[config.mk]
export PLATFORM = sky130hd
export DESIGN_NAME = bs_shift_pipe
export DESIGN_NICKNAME = d
export VERILOG_FILES = /design/src/rtl/bs_pkg.sv /design/src/rtl/bs_mask_gen.sv /design/src/rtl/bs_shift_pipe.sv
export SDC_FILE = /design/constraint.sdc
export NUM_CORES = 1
export LEC_CHECK = 0
export CELL_PAD_IN_SITES_DETAIL_PLACEMENT = 1
export CELL_PAD_IN_SITES_GLOBAL_PLACEMENT = 1
export CORE_ASPECT_RATIO = 1.75
export CORE_MARGIN = 4
export CORE_UTILIZATION = 33
export DETAILED_ROUTE_END_ITERATION = 12
export PLACE_DENSITY = 0.74
export SYNTH_ARGS = -nofsm -noshare
export SYNTH_HDL_FRONTEND = slang
export SYNTH_HIERARCHICAL = 1
export SYNTH_SLANG_ARGS = --single-unit
[constraint.sdc]
create_clock -name i_clk -period 1.3 [get_ports i_clk]
set_input_delay 0.325 -clock i_clk [delete_from_list [all_inputs] [get_ports i_clk]]
set_output_delay 0.325 -clock i_clk [all_outputs]
set_load 0.03 [all_outputs]
[src/rtl/bs_pkg.sv]
// Shared definitions for the barrel-shift pipeline: opcode encodings and the
// opcode decoder that turns a 3-bit opcode into the datapath controls.
package bs_pkg;

  localparam logic [2:0] OP_ROL = 3'b000;
  localparam logic [2:0] OP_ROR = 3'b001;
  localparam logic [2:0] OP_SLL = 3'b010;
  localparam logic [2:0] OP_SRL = 3'b011;
  localparam logic [2:0] OP_SRA = 3'b100;

  // Datapath controls derived from an opcode.
  //   shift : kill bits rotated past the edge (0 = pure rotate)
  //   left  : rotate/shift direction
  //   arith : fill killed bits with the operand MSB
  //   err   : opcode is not one of the five legal encodings
  typedef struct packed {
    logic shift;
    logic left;
    logic arith;
    logic err;
  } ctrl_t;

  function automatic ctrl_t decode_op(input logic [2:0] op);
    ctrl_t c;
    // Illegal opcodes behave as a zero-length rotate so the operand passes through.
    c = '{shift: 1'b0, left: 1'b1, arith: 1'b0, err: 1'b1};
    case (op)
      OP_ROL:  c = '{shift: 1'b0, left: 1'b1, arith: 1'b0, err: 1'b0};
      OP_ROR:  c = '{shift: 1'b0, left: 1'b0, arith: 1'b0, err: 1'b0};
      OP_SLL:  c = '{shift: 1'b1, left: 1'b1, arith: 1'b0, err: 1'b0};
      OP_SRL:  c = '{shift: 1'b1, left: 1'b0, arith: 1'b0, err: 1'b0};
      OP_SRA:  c = '{shift: 1'b1, left: 1'b0, arith: 1'b1, err: 1'b0};
      default: ;
    endcase
    return c;
  endfunction

endpackage

[src/rtl/bs_mask_gen.sv]
// Thermometer mask generator. Marks the bit positions that a shift pushed
// past the operand edge; those positions are killed or sign-filled downstream.
module bs_mask_gen #(
  parameter int WIDTH = 4,
  parameter int SHW   = $clog2(WIDTH)
) (
  input  logic [SHW-1:0]   shamt,
  input  logic             shift,
  input  logic             left,
  output logic [WIDTH-1:0] mask
);

  // Left shift marks the low shamt bits; right shift marks the high shamt bits.
  always_comb begin
    mask = '0;
    if (shift) begin
      for (int k = 0; k < WIDTH; k++) begin
        if (left) mask[k] = (k < int'(shamt));
        else      mask[k] = (k >= WIDTH - int'(shamt));
      end
    end
  end

endmodule

[src/rtl/bs_shift_pipe.sv]
// Two-stage streaming barrel-shift unit. S1 decodes the opcode and rotates the
// operand; S2 applies the kill/sign-fill mask and holds the registered result.
// Both stages advance under a valid/ready handshake with full backpressure.
module bs_shift_pipe
  import bs_pkg::*;
#(
  parameter int WIDTH = 4,
  parameter int SHW   = $clog2(WIDTH)
) (
  input  logic             i_clk,
  input  logic             i_rstn,
  input  logic             i_valid,
  output logic             o_ready,
  input  logic [WIDTH-1:0] i_X,
  input  logic [SHW-1:0]   i_shamt,
  input  logic [2:0]       i_op,
  output logic             o_valid,
  input  logic             i_ready,
  output logic [WIDTH-1:0] o_Y,
  output logic             o_err
);

  logic             adv1;
  logic             adv2;
  ctrl_t            in_ctrl;
  logic [SHW-1:0]   rot_amt;
  logic [WIDTH-1:0] rot_x;

  logic             s1_valid;
  logic [WIDTH-1:0] s1_r;
  logic [SHW-1:0]   s1_shamt;
  logic             s1_shift;
  logic             s1_left;
  logic             s1_arith;
  logic             s1_msb;
  logic             s1_err;

  logic [WIDTH-1:0] mask;
  logic [WIDTH-1:0] y_next;

  // Stage advance: S2 may load when empty or being drained, S1 when empty or S2 moves.
  always_comb begin
    adv2    = ~o_valid | i_ready;
    adv1    = ~s1_valid | adv2;
    o_ready = adv1;
  end

  // Decode and rotate amount; a right rotate is a left rotate by -shamt mod WIDTH.
  always_comb begin
    in_ctrl = decode_op(i_op);
    if (in_ctrl.err)       rot_amt = '0;
    else if (in_ctrl.left) rot_amt = i_shamt;
    else                   rot_amt = -i_shamt;
  end

  // Logarithmic rotator: stage i rotates left by 2**i when rot_amt[i] is set.
  always_comb begin
    // NOTE: blocking assignments here on purpose -- each mux stage must see the
    // previous stage's value within the same evaluation; flops use <= instead.
    rot_x = i_X;
    for (int i = 0; i < SHW; i++) begin
      if (rot_amt[i]) rot_x = (rot_x << (1 << i)) | (rot_x >> (WIDTH - (1 << i)));
    end
  end

  // S1 occupancy: loads the input handshake whenever the stage advances.
  always_ff @(posedge i_clk) begin
    if (!i_rstn)   s1_valid <= 1'b0;
    else if (adv1) s1_valid <= i_valid;
  end

  // S1 payload: captured only on an accepted operand, frozen otherwise.
  always_ff @(posedge i_clk) begin
    // NOTE: payload flops carry no reset; s1_valid gates every use of them.
    if (adv1 && i_valid) begin
      s1_r     <= rot_x;
      s1_shamt <= i_shamt;
      s1_shift <= in_ctrl.shift;
      s1_left  <= in_ctrl.left;
      s1_arith <= in_ctrl.arith;
      s1_msb   <= i_X[WIDTH-1];
      s1_err   <= in_ctrl.err;
    end
  end

  bs_mask_gen #(
    .WIDTH (WIDTH),
    .SHW   (SHW)
  ) u_mask_gen (
    .shamt (s1_shamt),
    .shift (s1_shift),
    .left  (s1_left),
    .mask  (mask)
  );

  // Masked bits become zero, or the original MSB for arithmetic right shifts.
  always_comb begin
    y_next = (s1_r & ~mask) | (mask & {WIDTH{s1_arith & s1_msb}});
  end

  // S2 result register: holds steady while the downstream stalls.
  always_ff @(posedge i_clk) begin
    if (!i_rstn) begin
      o_valid <= 1'b0;
      o_Y     <= '0;
      o_err   <= 1'b0;
    end else if (adv2) begin
      o_valid <= s1_valid;
      if (s1_valid) begin
        o_Y   <= y_next;
        o_err <= s1_err;
      end
    end
  end

endmodule

==> results of run 1 <==
[cells by family (layout without fill, tap and decap cells)]
logic type / count (synthesis) / in the layout / share of synthesized area
mux: 13 / 13 / 0.157
compound gates: 14 / 14 / 0.133
simple gates: 17 / 17 / 0.0996
flops: 18 / 18 / 0.567
buf+inv: 5 / 39 / 0.0332
xor+xnor: 1 / 1 / 0.0106
[worst paths after layout]
| check | slack, ns | endpoint | start | cells past startpoint |
|---|---|---|---|---|
| worst max register to register | 0.06 | s1_shamt[0]$_DFFE_PP_ | o_valid$_SDFFE_PN0P_ | 5 |
| worst min register to register | 0.50 | o_Y[3]$_SDFFE_PN0P_ | o_Y[3]$_SDFFE_PN0P_ | 1 |
| worst max-delay path | 0.04 | o_ready | o_valid$_SDFFE_PN0P_ | 3 |
| worst min-delay path | 0.41 | s1_shamt[1]$_DFFE_PP_ | i_shamt[1] | 2 |
[repair_timing]
action,CTS,global route
endpoints found under the setup margin,8,17
cloned,0,1
setup buffers,3,0
gates resized for setup,13,12
pin swaps,4,2
endpoints found under the hold margin,0,0
[layer usage]
| metal | up-vias | share of wire | wire (um) |
|---|---|---|---|
| met2 | 11 | 0.63 | 1260 |
| li1 | 313 | - | - |
| met1 | 320 | 0.31 | 624 |
| met5 | - | 0 | 0 |
| met4 | 0 | 0.019 | 38 |
| met3 | 4 | 0.033 | 65 |
[metrics by stage]
| step | area (um^2) | setup slack (ns) |
|---|---|---|
| CTS | 1210 | 0.00331 |
| detailed placement | 1110 | -0.537 |
| global placement | 1110 | -0.468 |
| global route | 1220 | -0.00698 |
| finish | 1220 | 0.0449 |
| floorplan | 846 | 0.00917 |
[cell type report]
class | count | area [um^2]
well taps | 25 | 31.3
repair buffers | 32 | 263
multi-input cells | 45 | 388
clock buffers | 4 | 55.1
fillers | 272 | 1140
inverters | 3 | 11.3
flip-flops and latches | 18 | 472
[placed cells by master, fill, tap and decap left out]
cell type	synthesis	final
nor2b_1	4	2
clkbuf_2	0	4
clkdlybuf4s15_2	0	1
a21oi_1	5	4
nand2b_4	0	1
nand2_1	7	6
buf_4	0	16
inv_1	3	3
o21a_1	1	1
nor2_1	2	2
mux2i_1	13	11
o311ai_4	0	1
nand2_2	0	1
dfxtp_1	7	6
a21oi_2	0	1
nor3_2	0	1
dlygate4sd2_1	0	2
and2_0	1	1
clkdlybuf4s50_1	0	6
clkbuf_8	0	4
o21ai_1	1	1
xnor2_2	0	1
o211a_1	4	4
nor2b_4	0	1
buf_6	1	3
and2_4	0	1
o21a_2	1	1
edfxtp_1	11	11
a21o_1	1	1
dfxtp_2	0	1
mux2i_2	0	2
nor2b_2	0	1
[flip-flops by register name, indices dropped and copies added, names as in the netlist]
register,count
o_err,1
s1_valid,1
s1_shamt,2
s1_arith,1
s1_err,1
s1_r,4
o_valid,1
s1_msb,1
s1_left,1
o_Y,4
s1_shift,1
[worst max-delay path, cell delays in order (launching register included)]
cell and delay (ns):
dfxtp_2 0.32, nor2b_4 0.15, nand2_2 0.07, buf_6 0.14
[where the power goes]
group          internal [W]  switching [W]  leakage (nW)
clock network      0.000269       0.000183        0.0288
logic              0.000132       0.000129         0.367
registers          0.000654      0.0000176         0.166
==> impl_metrics.env, run 1 <==
export IMPL_outcome="completed"
export IMPL_die_x_um=45.9
export IMPL_fmax_ghz=0.797
export IMPL_cts_inserted_buffers=3
export IMPL_place_congestion=0.740
export IMPL_fin_crit_sh=0.965
export IMPL_clock_sinks=18
export IMPL_cts_tree="done"
export IMPL_core_area_um2=2360
export IMPL_worstSetupStartpointType="flop"
export IMPL_num_rows=23
export IMPL_ys_seq_area_frac=0.567
export IMPL_cp_end_kind="output port"
export IMPL_hold_ws_ns=0.406
export IMPL_placed_cells=120
export IMPL_routed_wl_um=1990
export IMPL_grt_pass1_wl_um=3230
export IMPL_finalSetupViolCount=0
export IMPL_async_flop_share=0
export IMPL_path_clk_slew_ns=0.07
export IMPL_grt_ovfl_total=0
export IMPL_grt_max_degree=12
export IMPL_worst_pin_slew_ns=0.363
export IMPL_cts_root_buffer="clkbuf_8"
export IMPL_hp_class="in -> reg"
export IMPL_synth_common_cells="mux2i_1, edfxtp_1, dfxtp_1, nand2_1, a21oi_1"
export IMPL_cap_violations=0
export IMPL_initial_core_util=0.352
export IMPL_ys_warn_count=6
export IMPL_rsz0062_at_grt="true"
export IMPL_ys_types=21
export IMPL_h_tree_depth=1
export IMPL_synth_nets=81
export IMPL_crit_path_max_fanout=2
export IMPL_globalRouteMet1Util=0.117
export IMPL_fin_nets=116
export IMPL_synth_area_um2=830
export IMPL_synth_top_area_frac=0.398
export IMPL_synth_edf_count=11
export IMPL_finalCriticalPeriod_ns=1.26
export IMPL_die_y_um=74.3
export IMPL_synth_top_area_cell="edfxtp_1"
export IMPL_wl_per_cell_um=15.6
export IMPL_route_vias_total=648
export IMPL_ir_drop_v=0.000609
export IMPL_cp_required_ns=0.98
export IMPL_busiest_layer="met2"
export IMPL_drive_gt1_frac=0.402
export IMPL_diodes=0
export IMPL_syn_inst=68
export IMPL_tns_ns=0
export IMPL_syn_area_per_cell_um2=12.2
export IMPL_firstDrtPassIters=2
export IMPL_synthFlopType="edfxtp_1"
export IMPL_skew_ns=0.000742
export IMPL_syn_to_final_growth_pct=47.1
export IMPL_p_leak_nw=0.562
export IMPL_worst_setup_path_type="reg -> out"
export IMPL_antenna_found_initial=0
export IMPL_post_synth_top_count_cell="mux2i_1"
export IMPL_postCtsHoldBufs=0
export IMPL_gr_usage_met2=0.268
export IMPL_synth_area_leaders="edfxtp_1, dfxtp_1, mux2i_1"
export IMPL_powerDensity_nw_per_um2=1130
export IMPL_cts_max_path_buffers=2
export IMPL_dp_hpwl_um=1480
export IMPL_pin_count=20
export IMPL_worstSkewPairLatency_ns=0.25
export IMPL_drt_iter0_markers=2
export IMPL_grt_use_met3=0.0291
export IMPL_final_hold_viol_count=0
export IMPL_cp_arrival_ns=0.93
export IMPL_viasPerCell=5.10
export IMPL_maxSlewHeadroom=0.757
export IMPL_fin_util=0.517
export IMPL_slew_viol_final=0
export IMPL_fin_cells=127
export IMPL_track_usage=0.136
export IMPL_grt_pass1_vias=727
export IMPL_fp_dieArea_um2=3410
export IMPL_synth_seq_cells=18
export IMPL_route_detailed_drc=0
export IMPL_ant_nets=0
export IMPL_port_buffers=19
export IMPL_finalPower_w=0.00138
Power figures use the tool's default switching activity.
==> run 2: changes to the inputs <==
- CORE_UTILIZATION: 33 -> 34
- PLACE_DENSITY: 0.74 -> 0.78
- SYNTH_HIERARCHICAL: 1 -> unset
==> run 2 against run 1 <==
Compared with the run above:
- the flow now finishes with violations (negative setup slack)
- total power is 1.3% lower
- via count is 3.5% higher
- hold slack worse by 0.022 ns
- combinational power is 13% higher
- sequential power hardly changed
- non-clock buffer count is 4 higher
- cell count is 0.79% higher
- sequential share of layout area is 1.5 points lower
- global-route usage is 0.59 points lower
- critical endpoint is now s1_r[2]$_DFFE_PP_
- clock power is 12% lower
- register-to-register slack better by 0.03 ns
- cell area is 4.0% higher
- highest routed layer unchanged
==> impl_metrics.env, run 2 <==
export IMPL_fin_nets=117
export IMPL_die_x_um=45.3
export IMPL_cts_max_path_buffers=2
export IMPL_synth_top_area_frac=0.399
export IMPL_drt_iter0_markers=2
export IMPL_cp_slowest_cell="mux4_2"
export IMPL_track_usage=0.130
export IMPL_cp_end_kind="flop"
export IMPL_hp_class="in -> reg"
export IMPL_post_synth_top_count_cell="edfxtp_1"
export IMPL_cp_arrival_ns=1.44
export IMPL_slew_viol_final=0
export IMPL_synth_common_cells="edfxtp_1, nor2_1, dfxtp_1"
export IMPL_initial_core_util=0.360
export IMPL_syn_area_per_cell_um2=12.9
export IMPL_final_hold_viol_count=0
export IMPL_syn_to_final_growth_pct=53.2
export IMPL_rsz0062_at_grt="true"
export IMPL_async_flop_share=0
export IMPL_synth_top_area_cell="edfxtp_1"
export IMPL_synth_area_um2=828
export IMPL_synth_seq_cells=18
export IMPL_fp_dieArea_um2=3320
export IMPL_p_leak_nw=0.525
export IMPL_outcome="complete, but fails checks"
export IMPL_clock_sinks=18
export IMPL_cpPeakStageDelay_ns=0.49
export IMPL_placed_cells=117
export IMPL_cts_inserted_buffers=3
export IMPL_synth_area_leaders="edfxtp_1, dfxtp_1, mux4_1"
export IMPL_viasPerCell=5.24
export IMPL_top_regs="o_Y: 4 flops, s1_r: 4 flops, s1_shamt: 2 flops"
export IMPL_setup_slack_ns=-0.147
export IMPL_cp_required_ns=1.29
export IMPL_synth_edf_count=11
export IMPL_place_congestion=0.675
export IMPL_path_clk_slew_ns=0.07
export IMPL_placed_area_um2=1110
export IMPL_worst_setup_path_type="in -> reg"
export IMPL_maxSlewHeadroom=0.771
export IMPL_wl_per_cell_um=15.4
export IMPL_finalPower_w=0.00137
export IMPL_finalCriticalPeriod_ns=1.45
export IMPL_dr_wl_met2_um=1230
export IMPL_worstSkewPairLatency_ns=0.25
export IMPL_die_y_um=73.3
export IMPL_postCtsHoldBufs=0
export IMPL_cts_root_buffer="clkbuf_8"
export IMPL_core_area_um2=2300
export IMPL_ys_seq_area_frac=0.568
export IMPL_violations="negative setup slack"
export IMPL_mostFrequentLayoutCells="buf_4, edfxtp_1, nor2_1"
export IMPL_cap_violations=0
export IMPL_highest_layer="met4"
export IMPL_ys_types=23
export IMPL_ant_nets=0
export IMPL_fmax_ghz=0.691
export IMPL_fin_crit_sh=1.11
export IMPL_wl_met1_um=610
export IMPL_cts_tree="done"
export IMPL_port_buffers=19
export IMPL_powerDensity_nw_per_um2=1080
export IMPL_grt_max_degree=12
export IMPL_firstDrtPassIters=4
export IMPL_ys_warn_count=0
export IMPL_synth_nets=77
export IMPL_crit_chain="buf_6 -> o21a_1 -> a21oi_2 -> o311a_4 -> mux4_2"
export IMPL_route_vias_total=671
export IMPL_pin_count=20
export IMPL_grt_ovfl_total=0
export IMPL_fin_util=0.551
export IMPL_fin_area_um2=1270
export IMPL_num_rows=23
export IMPL_wl_met3_um=77
export IMPL_grt_pass1_wl_um=3050
export IMPL_dp_hpwl_um=1490
export IMPL_synthFlopType="edfxtp_1"
export IMPL_diodes=0
export IMPL_worst_pin_slew_ns=0.342
export IMPL_drive_gt1_frac=0.466
export IMPL_skew_ns=0.000905
export IMPL_grt_pass1_vias=721
export IMPL_h_tree_depth=1
export IMPL_ir_drop_v=0.000592
export IMPL_reg2reg_slack_ns=0.09
export IMPL_route_detailed_drc=0
export IMPL_place_ws_ns=-0.768
export IMPL_final_common_cell="buf_4"
export IMPL_antenna_found_initial=0
export IMPL_fin_cells=128
export IMPL_finalSetupViolCount=4
export IMPL_worstSetupStartpointType="primary input"
export IMPL_crit_path_max_fanout=2
export IMPL_routed_wl_um=1970
export IMPL_syn_inst=64
run 2: changes by cell type in the layout (fill, tap and decap cells not counted), moves of 2 or more:
cell,before,now
a21oi_1,4,2
mux2i_1,11,3
o211ai_1,0,2
o211a_1,4,0
a211oi_1,0,3
nand2_1,6,2
buf_4,16,19
nor2_1,2,9
nor2b_1,2,0
mux4_2,0,4
clkbuf_2,4,0
buf_6,3,8
run 2: logic make-up (layout without fill, tap and decap cells):
group                  count (synthesis)  after routing  synth area share
AND/OR/NAND/NOR                       19             19             0.115
multiplexers                           8              8             0.171
flip-flops                            18             18             0.568
AO/OA/AOI/OAI                         14             14             0.118
XOR/XNOR                               1              1            0.0106
buffers and inverters                  4             43            0.0181
run 2: cell type report:
cell class | count | area [um^2]
Multi-Input combinational cell | 42 | 392
Fill cell | 252 | 1030
Timing Repair Buffer | 36 | 318
Inverter | 3 | 11.3
Tap cell | 25 | 31.3
Sequential cell | 18 | 472
Clock buffer | 4 | 45.0
run 2: metal layers:
metal	GRT usage	vias up
met5	0	-
met4	0.0782	0
met3	0.0245	7
met2	0.265	19
met1	0.0989	326
li1	-	319
run 2: power by group:
part           internal (W)  total (W)  leakage, nW  switching, W
Sequential         0.000654   0.000673        0.166     0.0000191
Combinational      0.000165   0.000296        0.337      0.000130
Clock              0.000217   0.000399       0.0228      0.000181
run 2: path summary, 6_finish.rpt:
| check | start | end | depth (start not counted) |
|---|---|---|---|
| setup / recovery | i_op[1] | s1_r[2]$_DFFE_PP_ | 5 |
| hold reg to reg | o_Y[3]$_SDFFE_PN0P_ | o_Y[3]$_SDFFE_PN0P_ | 2 |
| setup reg to reg | s1_shamt[0]$_DFFE_PP_ | o_Y[1]$_SDFFE_PN0P_ | 4 |
| hold / removal | i_shamt[1] | s1_shamt[1]$_DFFE_PP_ | 2 |
run 2: timing repair:
| item | 4_1_cts | 5_1_grt |
|---|---|---|
| setup buffers | 2 | 4 |
| gates cloned | 0 | 1 |
| pin swaps | 4 | 2 |
| setup endpoints to repair | 10 | 7 |
| resized for setup | 38 | 6 |
run 2: stage by stage:
step,TNS [ns],hold slack [ns]
finish,-0.300,0.384
global route,-0.378,0.379
CTS,-0.258,0.382
detailed placement,-7.21,0.500
global placement,-6.10,0.490
floorplan,-0.574,0.424
run 2: worst max-delay path, delay by kind of cell:
| family | cells | cell delay [ns] |
|---|---|---|
| buffers and inverters | 1 | 0.09 |
| AO/OA/AOI/OAI | 3 | 0.53 |
| multiplexers | 1 | 0.49 |
